## config.mk

```make
export PLATFORM = sky130hd
export DESIGN_NAME = st_video_bbox_tracker
export DESIGN_NICKNAME = d
export VERILOG_FILES = /design/src/rtl/st_video_bbox_tracker.sv
export SDC_FILE = /design/constraint.sdc
export NUM_CORES = 1
export LEC_CHECK = 0
export ABC_AREA = 1
export CAP_MARGIN = 40
export CORE_ASPECT_RATIO = 0.5
export CORE_MARGIN = 4
export CORE_UTILIZATION = 64
export DETAILED_ROUTE_END_ITERATION = 7
export PLACE_DENSITY_LB_ADDON = 0.2
export SLEW_MARGIN = 10
export SYNTH_ARGS = -nofsm -noshare
export SYNTH_HDL_FRONTEND = slang
export SYNTH_SLANG_ARGS = --single-unit
```

## constraint.sdc

```tcl
create_clock -name clk -period 7 [get_ports clk]
set_clock_uncertainty 0.05 [all_clocks]
set_input_delay 1.75 -clock clk [delete_from_list [all_inputs] [get_ports clk]]
set_output_delay 1.75 -clock clk [all_outputs]
set_load 0.01 [all_outputs]
```

## src/rtl/st_video_bbox_tracker.sv

```systemverilog
// Avalon-ST video pass-through stage that finds the bounding box of pixels
// matching an RGB threshold, latches it per frame, and can draw it back
// onto the following frames. Register file on a small Avalon-MM slave.
//
// state    | meaning
// ---------+------------------------------------------------------------
// ST_IDLE  | between packets; beats pass through, no statistics
// ST_VIDEO | inside a video packet; non-SOP beats are pixels
// ST_OTHER | inside a control/ancillary packet; beats pass unchanged
module st_video_bbox_tracker #(
   parameter int WIDTH  = 640,
   parameter int HEIGHT = 480
) (
   input  logic        clk,
   input  logic        reset_n,
   input  logic [23:0] sink_data,
   input  logic        sink_valid,
   input  logic        sink_startofpacket,
   input  logic        sink_endofpacket,
   output logic        sink_ready,
   output logic [23:0] source_data,
   output logic        source_valid,
   output logic        source_startofpacket,
   output logic        source_endofpacket,
   input  logic        source_ready,
   input  logic [2:0]  s_address,
   input  logic        s_read,
   input  logic        s_write,
   input  logic [31:0] s_writedata,
   output logic [31:0] s_readdata
);

   typedef enum logic [1:0] {ST_IDLE, ST_VIDEO, ST_OTHER} state_t;

   localparam logic [10:0] LP_XMAX = 11'(WIDTH - 1);
   localparam logic [10:0] LP_H    = 11'(HEIGHT);

   state_t      r_state, w_state_nxt;
   logic [23:0] r_src_data;
   logic        r_src_valid, r_src_sop, r_src_eop;
   logic [10:0] r_x, r_y;
   logic [10:0] r_min_x, r_max_x, r_min_y, r_max_y;
   logic [19:0] r_match_cnt;
   logic [10:0] r_res_min_x, r_res_max_x, r_res_min_y, r_res_max_y;
   logic [19:0] r_res_cnt;
   logic        r_result_valid, r_empty;
   logic [15:0] r_frame_cnt, r_err_cnt;
   logic [23:0] r_thr, r_colour;
   logic        r_draw;

   logic        w_sink_ready, w_xfer, w_pixel, w_sop_err, w_latch, w_match, w_first;
   logic [10:0] w_upd_min_x, w_upd_max_x, w_upd_min_y, w_upd_max_y;
   logic [19:0] w_upd_cnt, w_fin_cnt;
   logic        w_on_vert, w_on_horz, w_draw_hit;
   logic [23:0] w_out_data;
   logic [31:0] w_rd;
   logic        w_unused;

   assign w_sink_ready         = source_ready | ~r_src_valid;
   assign w_xfer               = sink_valid & w_sink_ready;
   assign sink_ready           = w_sink_ready;
   assign source_data          = r_src_data;
   assign source_valid         = r_src_valid;
   assign source_startofpacket = r_src_sop;
   assign source_endofpacket   = r_src_eop;
   assign w_unused             = ^s_writedata[31:24];

   // packet-type state register
   always_ff @(posedge clk or negedge reset_n) begin
      if (!reset_n) r_state <= ST_IDLE;
      else          r_state <= w_state_nxt;
   end

   // packet decode: SOP selects type from data[3:0], EOP returns to idle
   always_comb begin
      w_state_nxt = r_state;
      w_pixel     = w_xfer & ~sink_startofpacket & (r_state == ST_VIDEO);
      w_sop_err   = w_xfer & sink_startofpacket & (r_state != ST_IDLE);
      w_latch     = w_pixel & sink_endofpacket;
      if (w_xfer) begin
         if (sink_startofpacket)
            w_state_nxt = (sink_data[3:0] == 4'h0) ? ST_VIDEO : ST_OTHER;
         if (sink_endofpacket)
            w_state_nxt = ST_IDLE;
      end
   end

   // match test and running bbox including the current pixel
   always_comb begin
      w_match     = w_pixel & (r_y < LP_H) & (sink_data[23:16] >= r_thr[7:0]) &
                    (sink_data[15:8] <= r_thr[15:8]) & (sink_data[7:0] <= r_thr[23:16]);
      w_first     = (r_match_cnt == 20'd0);
      w_upd_min_x = (w_first || r_x < r_min_x) ? r_x : r_min_x;
      w_upd_max_x = (w_first || r_x > r_max_x) ? r_x : r_max_x;
      w_upd_min_y = (w_first || r_y < r_min_y) ? r_y : r_min_y;
      w_upd_max_y = (w_first || r_y > r_max_y) ? r_y : r_max_y;
      w_upd_cnt   = (r_match_cnt == 20'hFFFFF) ? r_match_cnt : r_match_cnt + 20'd1;
      w_fin_cnt   = w_match ? w_upd_cnt : r_match_cnt;
   end

   // overlay uses the bbox latched from the previous video frame
   always_comb begin
      w_on_vert  = (r_x == r_res_min_x || r_x == r_res_max_x) &&
                   (r_y >= r_res_min_y) && (r_y <= r_res_max_y);
      w_on_horz  = (r_y == r_res_min_y || r_y == r_res_max_y) &&
                   (r_x >= r_res_min_x) && (r_x <= r_res_max_x);
      w_draw_hit = w_pixel & r_draw & ~r_empty & (w_on_vert | w_on_horz);
      w_out_data = w_draw_hit ? r_colour : sink_data;
   end

   // single output register stage
   always_ff @(posedge clk or negedge reset_n) begin
      if (!reset_n) begin
         r_src_valid <= 1'b0;
         r_src_data  <= '0;
         r_src_sop   <= 1'b0;
         r_src_eop   <= 1'b0;
      end else if (w_sink_ready) begin
         r_src_valid <= sink_valid;
         if (sink_valid) begin
            r_src_data <= w_out_data;
            r_src_sop  <= sink_startofpacket;
            r_src_eop  <= sink_endofpacket;
         end
      end
   end

   // pixel coordinates; y saturates so runaway packets cannot wrap into range
   always_ff @(posedge clk or negedge reset_n) begin
      if (!reset_n) begin
         r_x <= '0;
         r_y <= '0;
      end else if (w_xfer && sink_startofpacket) begin
         r_x <= '0;
         r_y <= '0;
      end else if (w_pixel) begin
         if (r_x == LP_XMAX) begin
            r_x <= '0;
            if (r_y != 11'h7FF) r_y <= r_y + 11'd1;
         end else begin
            r_x <= r_x + 11'd1;
         end
      end
   end

   // per-frame statistics, restarted at every SOP
   always_ff @(posedge clk or negedge reset_n) begin
      if (!reset_n) begin
         r_min_x <= '0; r_max_x <= '0; r_min_y <= '0; r_max_y <= '0;
         r_match_cnt <= '0;
      end else if (w_xfer && sink_startofpacket) begin
         r_min_x <= '0; r_max_x <= '0; r_min_y <= '0; r_max_y <= '0;
         r_match_cnt <= '0;
      end else if (w_match) begin
         r_min_x <= w_upd_min_x; r_max_x <= w_upd_max_x;
         r_min_y <= w_upd_min_y; r_max_y <= w_upd_max_y;
         r_match_cnt <= w_upd_cnt;
      end
   end

   // frame results, status flags and counters
   always_ff @(posedge clk or negedge reset_n) begin
      if (!reset_n) begin
         r_res_min_x <= '0; r_res_max_x <= '0; r_res_min_y <= '0; r_res_max_y <= '0;
         r_res_cnt <= '0; r_result_valid <= 1'b0; r_empty <= 1'b0;
         r_frame_cnt <= '0; r_err_cnt <= '0;
      end else begin
         if (w_latch) begin
            r_res_cnt      <= w_fin_cnt;
            r_empty        <= (w_fin_cnt == 20'd0);
            r_result_valid <= 1'b1;
            r_frame_cnt    <= r_frame_cnt + 16'd1;
            if (w_fin_cnt == 20'd0) begin
               r_res_min_x <= '0; r_res_max_x <= '0; r_res_min_y <= '0; r_res_max_y <= '0;
            end else if (w_match) begin
               r_res_min_x <= w_upd_min_x; r_res_max_x <= w_upd_max_x;
               r_res_min_y <= w_upd_min_y; r_res_max_y <= w_upd_max_y;
            end else begin
               r_res_min_x <= r_min_x; r_res_max_x <= r_max_x;
               r_res_min_y <= r_min_y; r_res_max_y <= r_max_y;
            end
         end else if (s_read && s_address == 3'd0) begin
            r_result_valid <= 1'b0;
         end
         if (w_sop_err && r_err_cnt != 16'hFFFF) r_err_cnt <= r_err_cnt + 16'd1;
      end
   end

   // writable configuration registers
   always_ff @(posedge clk or negedge reset_n) begin
      if (!reset_n) begin
         r_thr    <= 24'h4040C0;
         r_draw   <= 1'b0;
         r_colour <= 24'h00FF00;
      end else if (s_write) begin
         case (s_address)
            3'd4:    r_thr    <= s_writedata[23:0];
            3'd5:    r_draw   <= s_writedata[0];
            3'd6:    r_colour <= s_writedata[23:0];
            default: ;
         endcase
      end
   end

   // zero-wait-state read mux
   always_comb begin
      w_rd = '0;
      case (s_address)
         3'd0: w_rd = {r_frame_cnt, 14'b0, r_empty, r_result_valid};
         3'd1: w_rd = {5'b0, r_res_max_x, 5'b0, r_res_min_x};
         3'd2: w_rd = {5'b0, r_res_max_y, 5'b0, r_res_min_y};
         3'd3: w_rd = {12'b0, r_res_cnt};
         3'd4: w_rd = {8'b0, r_thr};
         3'd5: w_rd = {31'b0, r_draw};
         3'd6: w_rd = {8'b0, r_colour};
         3'd7: w_rd = {16'b0, r_err_cnt};
         default: w_rd = '0;
      endcase
      s_readdata = s_read ? w_rd : 32'd0;
   end

endmodule
```

==> key figures, run 1 <==
Pwr
  • Leakage: between 8 and 9 nW
  • Pwr/cell area: between 200 and 250 nW/um2
  • Peak VDD IR: approximately 0.20 mV

Detailed routing
  • First drt pass iteration count: 6
  • Drt total wl: 45790 um
  • WL/cell: 18.62 um
  • DR iter-0 viols: 1656
  • Post-route DRC: 0
  • Via density: between 5 and 6
  • Vias post-DR: approximately 15000
  • Final ANT Viol Nets: 0

Floorplan
  • Die width: roughly 230 um
  • Die Y: between 100 and 150 um
  • Starting Density: about 65%
  • Core ar.: approximately 24000 um2
  • I/O pin cnt: 127
  • Die area: about 27000 um2
  • FP Rows: 40

Worst setup path
  • CP Max Fanout: 14
  • Req. time, crit path: ~5200 ps
  • Slowest CP cell: clkdlybuf4s50_1
  • CP delay by family, top: buffers and inverters
  • Crit path arrival time: between 4000 and 5000 ps
  • CP Capture Type: primary output
  • Setup CP Type: in -> out
  • Flop2flop setup slack: 2860 ps
  • Critical Path Start Type: primary input
  • Largest stage delay, worst path: approximately 630 ps
  • CP cell instances: clkdlybuf4s50_1 > inv_1 > nor3_1 > buf_4 > inv_1 > o22ai_1 > a221oi_1 > a31oi_1 > clkdlybuf4s50_1
  • Crit path buffers/inverters: 5

Synth
  • Ys async rst share: between 90% and 100%
  • Area of the mapped netlist: roughly 16000 um2
  • YS warnings: 0
  • Post-synth EDFFs: 0
  • Ys flop type: dfrtp_1
  • Post-Syn Area per Cell: approximately 7.7 um2
  • Mapped Cells: between 2000 and 2500
  • Synth cell count leaders: nand2_1 (537), dfrtp_1 (250), inv_1 (241), nor2_1 (206), o21ai_0 (154)
  • Unique masters post-synth: 50
  • Most frequent cell after synthesis: nand2_1
  • Largest cells by area after synthesis: dfrtp_1 (40%), nand2_1 (13%), ha_1 (9.3%), inv_1 (5.8%), nor2_1 (5.0%)
  • Synth top area share: 40.07%
  • Flops & latches, synth: 262
  • Sequential share of the synthesized area: between 40% and 50%
  • Area leader, netlist: dfrtp_1
  • Synthesized Nets: roughly 2200

Clock tree
  • CTS tree: yes
  • Clk sinks: about 260
  • Post-CTS Resized: 0
  • Deepest clock path buffer count: 3
  • CTS root buf: clkbuf_16
  • H-tree depth: 1
  • Clock transition at the registers of the reported paths: roughly 70 ps
  • Num CTS Buffers: 25
  • Clock latency on the worst-skew pair: 550 ps
  • Post-cts hold buffer count: 0
  • Post-CTS Setup Repair Bufs: 0

Placed design
  • Dpl ws: approximately 840 ps
  • Placed insts: 2412
  • PortBufs: around 120
  • Routability Congestion: ~0.99
  • DP HPWL: between 30000 and 40000 um

Finish
  • Layout cells sized above 1: ~4.5%
  • Final core occ: between 70% and 80%
  • P&R area growth vs syn: 14.10%
  • Final Net Count: between 2000 and 2500
  • Non-Filler Instances: around 2500

Global routing
  • Largest net degree at the start of global routing: between 150 and 200
  • Initial antenna violation count: 2
  • Number of global-route vias before repair: 13440
  • First-pass GRT wire length: 72780 um
  • All-Layer GR Usage: 33.52%
  • Grt total ovfl: 0

STA
  • RSZ-0062 raised after global routing: no
  • TNS Setup: 0 ps
  • Rel. slew slack: 25.36%
  • Max Freq: ~0.16 GHz
  • Slew @ Worst Pin: around 1100 ps
  • Final Max Tran Viols: 0
  • Hold slack: ~430 ps
  • Final WS setup: roughly 700 ps
  • Setup violations, final: 0
  • Final period utilization: between 80% and 90%
  • Min Tclk post-route: 6293 ps
  • Fin. Hold Viols: 0

Job
  • Max Cap Viol: 0

Status
  • Status: complete, no violations

Min path
  • Hold/Removal Path Class: reg -> reg
-- logic make-up (layout without fill, tap and decap cells) --
family	Yosys count	count (layout)	synth area share [%]
DFF	262	262	42.09
muxes	1	1	0.07213
xor gates and xnor gates	38	38	2.132
other	0	1	0
adders and majority gates	116	116	9.297
buffers and inverters	323	426	8.031
AOI/OAI and AO/OA	376	376	13.59
and+or+nand+nor	924	924	24.78
-- flip-flops by register name (all words and copies together), names as in the netlist, 16 cells and up --
| signal | count |
|---|---|
| r_colour | 24 |
| r_thr | 24 |
| r_match_cnt | 20 |
| r_err_cnt | 16 |
| r_frame_cnt | 16 |
| r_res_cnt | 20 |
| source_data | 24 |
-- metal layers --
metal / GRT usage (%) / vias to the layer above / routed length [um]
li1: - / 6874 / -
met1: 48.52 / 6988 / 19890
met2: 48.55 / 700 / 19070
met3: 11.58 / 94 / 5720
met4: 8.276 / 4 / 1073
met5: 0 / - / 26
-- worst reg2reg max path, cell delays in order (launching register included) --
cell	delay, ps
dfstp_2	530
inv_1	60
ha_1	270
nand2_1	60
nor2_1	140
nand4_1	90
nand2_1	610
nand4_4	520
inv_1	500
nand2_1	500
o21ai_0	380
nor2_1	130
nand2_1	90
nand2_1	80
-- metrics by stage --
step / area, um2 / power (W)
floorplan: 15610 / 0.002177
global placement: 16980 / 0.002469
detailed placement: 17000 / 0.002495
CTS: 17810 / 0.003861
global route: 17810 / 0.004042
finish: 17810 / 0.003874
-- final cells by class --
type,instances,area (um2)
Inverter,250,938.4
Timing Repair Buffer,130,1301
Clock inverter,8,72.57
Sequential cell,262,6571
Clock buffer,38,734.5
Tap cell,315,394.1
Fill cell,1829,6161
Antenna cell,1,2.502
Multi-Input combinational cell,1455,7797
-- worst paths after layout --
check | start | to | cells past startpoint
worst max register to register | r_thr[22]$_DFFE_PN1P_ | r_res_min_x[8]$_DFFE_PN0P_ | 13
worst min-delay path | r_res_max_x[2]$_DFFE_PN0P_ | r_res_max_x[2]$_DFFE_PN0P_ | 2
worst max-delay path | s_address[0] | s_readdata[18] | 9
max in group asynchronous | reset_n | r_match_cnt[11]$_DFF_PN0_ | 2
min in group asynchronous | reset_n | source_data[13]$_DFFE_PN0N_ | 1
worst min register to register | r_res_max_x[2]$_DFFE_PN0P_ | r_res_max_x[2]$_DFFE_PN0P_ | 2
-- cells in the final DEF, fill, tap and decap left out, types with 6 or more instances in the layout --
cell type        count
a21oi_1            112
a221oi_1            15
a22oi_1             10
a31oi_1             25
buf_4               10
clkbuf_1             7
clkbuf_16           25
clkbuf_8             6
clkdlybuf4s50_1    117
dfrtp_1            250
dfstp_2             12
ha_1               116
inv_1              241
inv_2                9
nand2_1            537
nand3_1             88
nand3b_1            16
nand4_1             27
nor2_1             206
nor2_2               6
nor3_1              18
nor4_1               8
o21ai_0            154
o22ai_1             28
xnor2_1              8
xor2_1              30
-- power breakdown --
group	switching, W	internal, W	total (W)
logic	0.000467	0.000280	0.000747
registers	0.000121	0.00163	0.00175
clock network	0.000612	0.000763	0.00138
total	0.00120	0.00267	0.00387
Power figures use the tool's default switching activity.
==> run 2, diff against run 1 <==
--- a/config.mk
+++ b/config.mk
@@ -7,7 +7,7 @@
 export LEC_CHECK = 0
 export ABC_AREA = 1
 export CAP_MARGIN = 40
-export CORE_ASPECT_RATIO = 0.5
+export CORE_ASPECT_RATIO = 0.8
 export CORE_MARGIN = 4
 export CORE_UTILIZATION = 64
 export DETAILED_ROUTE_END_ITERATION = 7
==> key figures, run 2 (synthesized netlist as in run 1, its figures left out) <==
Status
  • Status: complete, no violations (unchanged)

Clock tree
  • Clock transition at the registers of the reported paths: 60 ps (was 70 ps)
  • Clk sinks: 262 (unchanged)
  • Post-CTS Setup Repair Bufs: 0 (unchanged)
  • Post-CTS Resized: 0 (unchanged)
  • CTS root buf: clkbuf_16 (unchanged)
  • Deepest clock path buffer count: 3 (unchanged)
  • Post-cts hold buffer count: 0 (unchanged)
  • Clock latency on the worst-skew pair: 540 ps (was 550 ps)
  • CTS tree: yes (unchanged)
  • Num CTS Buffers: 27 (was 25)
  • H-tree depth: 1 (unchanged)

Worst setup path
  • Largest stage delay, worst path: 620 ps (was 630 ps)
  • Req. time, crit path: 5200 ps (about the same)
  • Critical Path Start Type: primary input (unchanged)
  • Slowest CP cell: clkdlybuf4s50_1 (unchanged)
  • CP cell instances: clkdlybuf4s50_1 > inv_1 > nor2_1 > nand2_1 > inv_1 > a22oi_1 > a41oi_1 > clkdlybuf4s50_1 (was clkdlybuf4s50_1 > inv_1 > nor3_1 > buf_4 > inv_1 > o22ai_1 > a221oi_1 > a31oi_1 > clkdlybuf4s50_1)
  • Worst R2R End: r_res_min_x[8]$_DFFE_PN0P_ (unchanged)
  • Worst r2r path cells: 15 (was 13)
  • Crit path arrival time: 4520 ps (was 4490 ps)
  • Critical R2R Launch: r_thr[22]$_DFFE_PN1P_ (unchanged)
  • Setup CP Type: in -> out (unchanged)
  • Crit path buffers/inverters: 4 (was 5)
  • CP Capture Type: primary output (unchanged)
  • CP delay by family, top: buffers and inverters (unchanged)
  • Flop2flop setup slack: 2860 ps (about the same)
  • CP Max Fanout: 14 (unchanged)

Detailed routing
  • Vias post-DR: 14690 (was 14660)
  • Final ANT Viol Nets: 0 (unchanged)
  • Post-route DRC: 0 (unchanged)
  • First drt pass iteration count: 7 (was 6)
  • DR iter-0 viols: 1750 (was 1656)
  • Drt total wl: 46070 um (was 45790 um)
  • WL/cell: 18.74 um (was 18.62 um)
  • Via density: 5.975 (was 5.962)

Pwr
  • Sequential share of power: 44.0% (was 45.2%)
  • Peak VDD IR: 0.1678 mV (was 0.2036 mV)
  • Internal Pwr Total: 0.002805 W (was 0.002674 W)
  • Leakage: 8.845 nW (was 8.804 nW)
  • P_sw: 0.001177 W (was 0.001200 W)
  • Pwr/cell area: 222.4 nW/um2 (was 217.5 nW/um2)
  • Combinational Power Share: 18.3% (was 19.3%)
  • Sw Ratio: 29.55% (was 30.98%)
  • Clk pwr share: 37.7% (was 35.5%)

Placed design
  • Placed insts: 2409 (was 2412)
  • DP HPWL: 33460 um (was 33000 um)
  • Routability Congestion: 0.9441 (was 0.9855)
  • Dpl ws: 788.5 ps (was 842.2 ps)
  • PortBufs: 118 (unchanged)

Global routing
  • Initial antenna violation count: 1 (was 2)
  • Grt peak-use layer: met1 (was met2)
  • Largest net degree at the start of global routing: 174 (was 170)
  • First-pass GRT wire length: 73370 um (was 72780 um)
  • M3 GR Usage: 7.478% (was 11.58%)
  • Number of global-route vias before repair: 13860 (was 13440)
  • All-Layer GR Usage: 33.90% (was 33.52%)
  • Grt total ovfl: 0 (unchanged)
  • GR Util met1: 50.23% (was 48.52%)
  • Met2 Usage GRT: 49.57% (was 48.55%)

Floorplan
  • Die width: 182.6 um (was 228.9 um)
  • Core ar.: 23710 um2 (was 23970 um2)
  • I/O pin cnt: 127 (unchanged)
  • Die area: 26970 um2 (was 27110 um2)
  • Die Y: 147.7 um (was 118.4 um)
  • Starting Density: 65.84% (was 65.12%)
  • FP Rows: 50 (was 40)

STA
  • RSZ-0062 raised after global routing: no (unchanged)
  • Final Max Tran Viols: 0 (unchanged)
  • Final WS setup: 682.5 ps (was 706.7 ps)
  • Final period utilization: 90.25% (was 89.90%)
  • Rel. slew slack: 36.26% (was 25.36%)
  • Slew @ Worst Pin: 956.1 ps (was 1120 ps)
  • Setup violations, final: 0 (unchanged)
  • TNS Setup: 0 ps (unchanged)
  • Min Tclk post-route: 6317 ps (was 6293 ps)
  • Max Freq: 0.1583 GHz (was 0.1589 GHz)
  • Fin. Hold Viols: 0 (unchanged)

Finish
  • Non-Filler Instances: 2459 (unchanged)
  • P&R area growth vs syn: 14.69% (was 14.10%)
  • Layout cells sized above 1: 4.660% (was 4.526%)
  • Leading cell types in the layout, fill and taps excluded: nand2_1 (537), dfrtp_1 (250), inv_1 (241) (unchanged)
  • Final Net Count: 2309 (was 2307)
  • Most common cell after layout, fill and taps aside: nand2_1 (unchanged)

Min path
  • Hold_sp: source_endofpacket$_DFFE_PN0N_ (was r_res_max_x[2]$_DFFE_PN0P_)
  • Hold path cells: 2 (unchanged)
  • Hold/Removal Path Class: reg -> reg (unchanged)
  • Hold EP: source_endofpacket$_DFFE_PN0N_ (was r_res_max_x[2]$_DFFE_PN0P_)

Job
  • Max Cap Viol: 0 (unchanged)
run 2: power by group through the flow:
stage	registers [W]	clock network [W]	logic (W)
2_1_floorplan	0.00173	0	0.000444
3_3_place_gp	0.00176	0	0.000686
5_1_grt	0.00176	0.00158	0.000821
4_1_cts	0.00174	0.00151	0.000721
6_report	0.00175	0.00150	0.000729
3_5_place_dp	0.00177	0	0.000711
run 2: how the worst max path moves through the flow:
stage          cells past startpoint              to         start
2_1_floorplan                      7  s_readdata[10]  s_address[0]
3_3_place_gp                       9   s_readdata[0]  s_address[1]
3_5_place_dp                       9   s_readdata[0]  s_address[1]
4_1_cts                            9   s_readdata[0]  s_address[1]
5_1_grt                            9   s_readdata[0]  s_address[1]
6_report                           8  s_readdata[16]  s_address[1]
run 2: area by class of cell:
type,instances,area [um2]
Clock inverter,8,117.6
Multi-Input combinational cell,1455,7797
Sequential cell,262,6571
Clock buffer,41,798.3
Timing Repair Buffer,130,1289
Antenna cell,1,2.502
Fill cell,1802,5806
Inverter,250,938.4
Tap cell,312,390.4
run 2: per-stage QoR:
stage | total power [W] | cell area, um2 | hold slack (ps) | utilization [%]
2_1_floorplan | 0.002177 | 15610 | 392.0 | -
3_3_place_gp | 0.002450 | 16990 | 407.0 | 71.64
3_5_place_dp | 0.002480 | 16990 | 411.7 | 71.64
4_1_cts | 0.003975 | 17900 | 429.5 | 75.50
5_1_grt | 0.004162 | 17900 | 451.4 | 75.51
6_report | 0.003982 | 17900 | 430.7 | 75.51
run 2: worst register-to-register path: cells and delay by family (launching register included):
family | cells | cell delay (ps)
and+or+nand+nor | 13 | 3120
DFF | 1 | 530
adders and majority gates | 1 | 260
buffers and inverters | 1 | 60
run 2: layer usage:
| metal | wire, um | vias up |
|---|---|---|
| met5 | 0 | - |
| met3 | 5316 | 109 |
| met2 | 19480 | 756 |
| met1 | 19620 | 6955 |
| met4 | 1658 | 0 |
| li1 | - | 6873 |
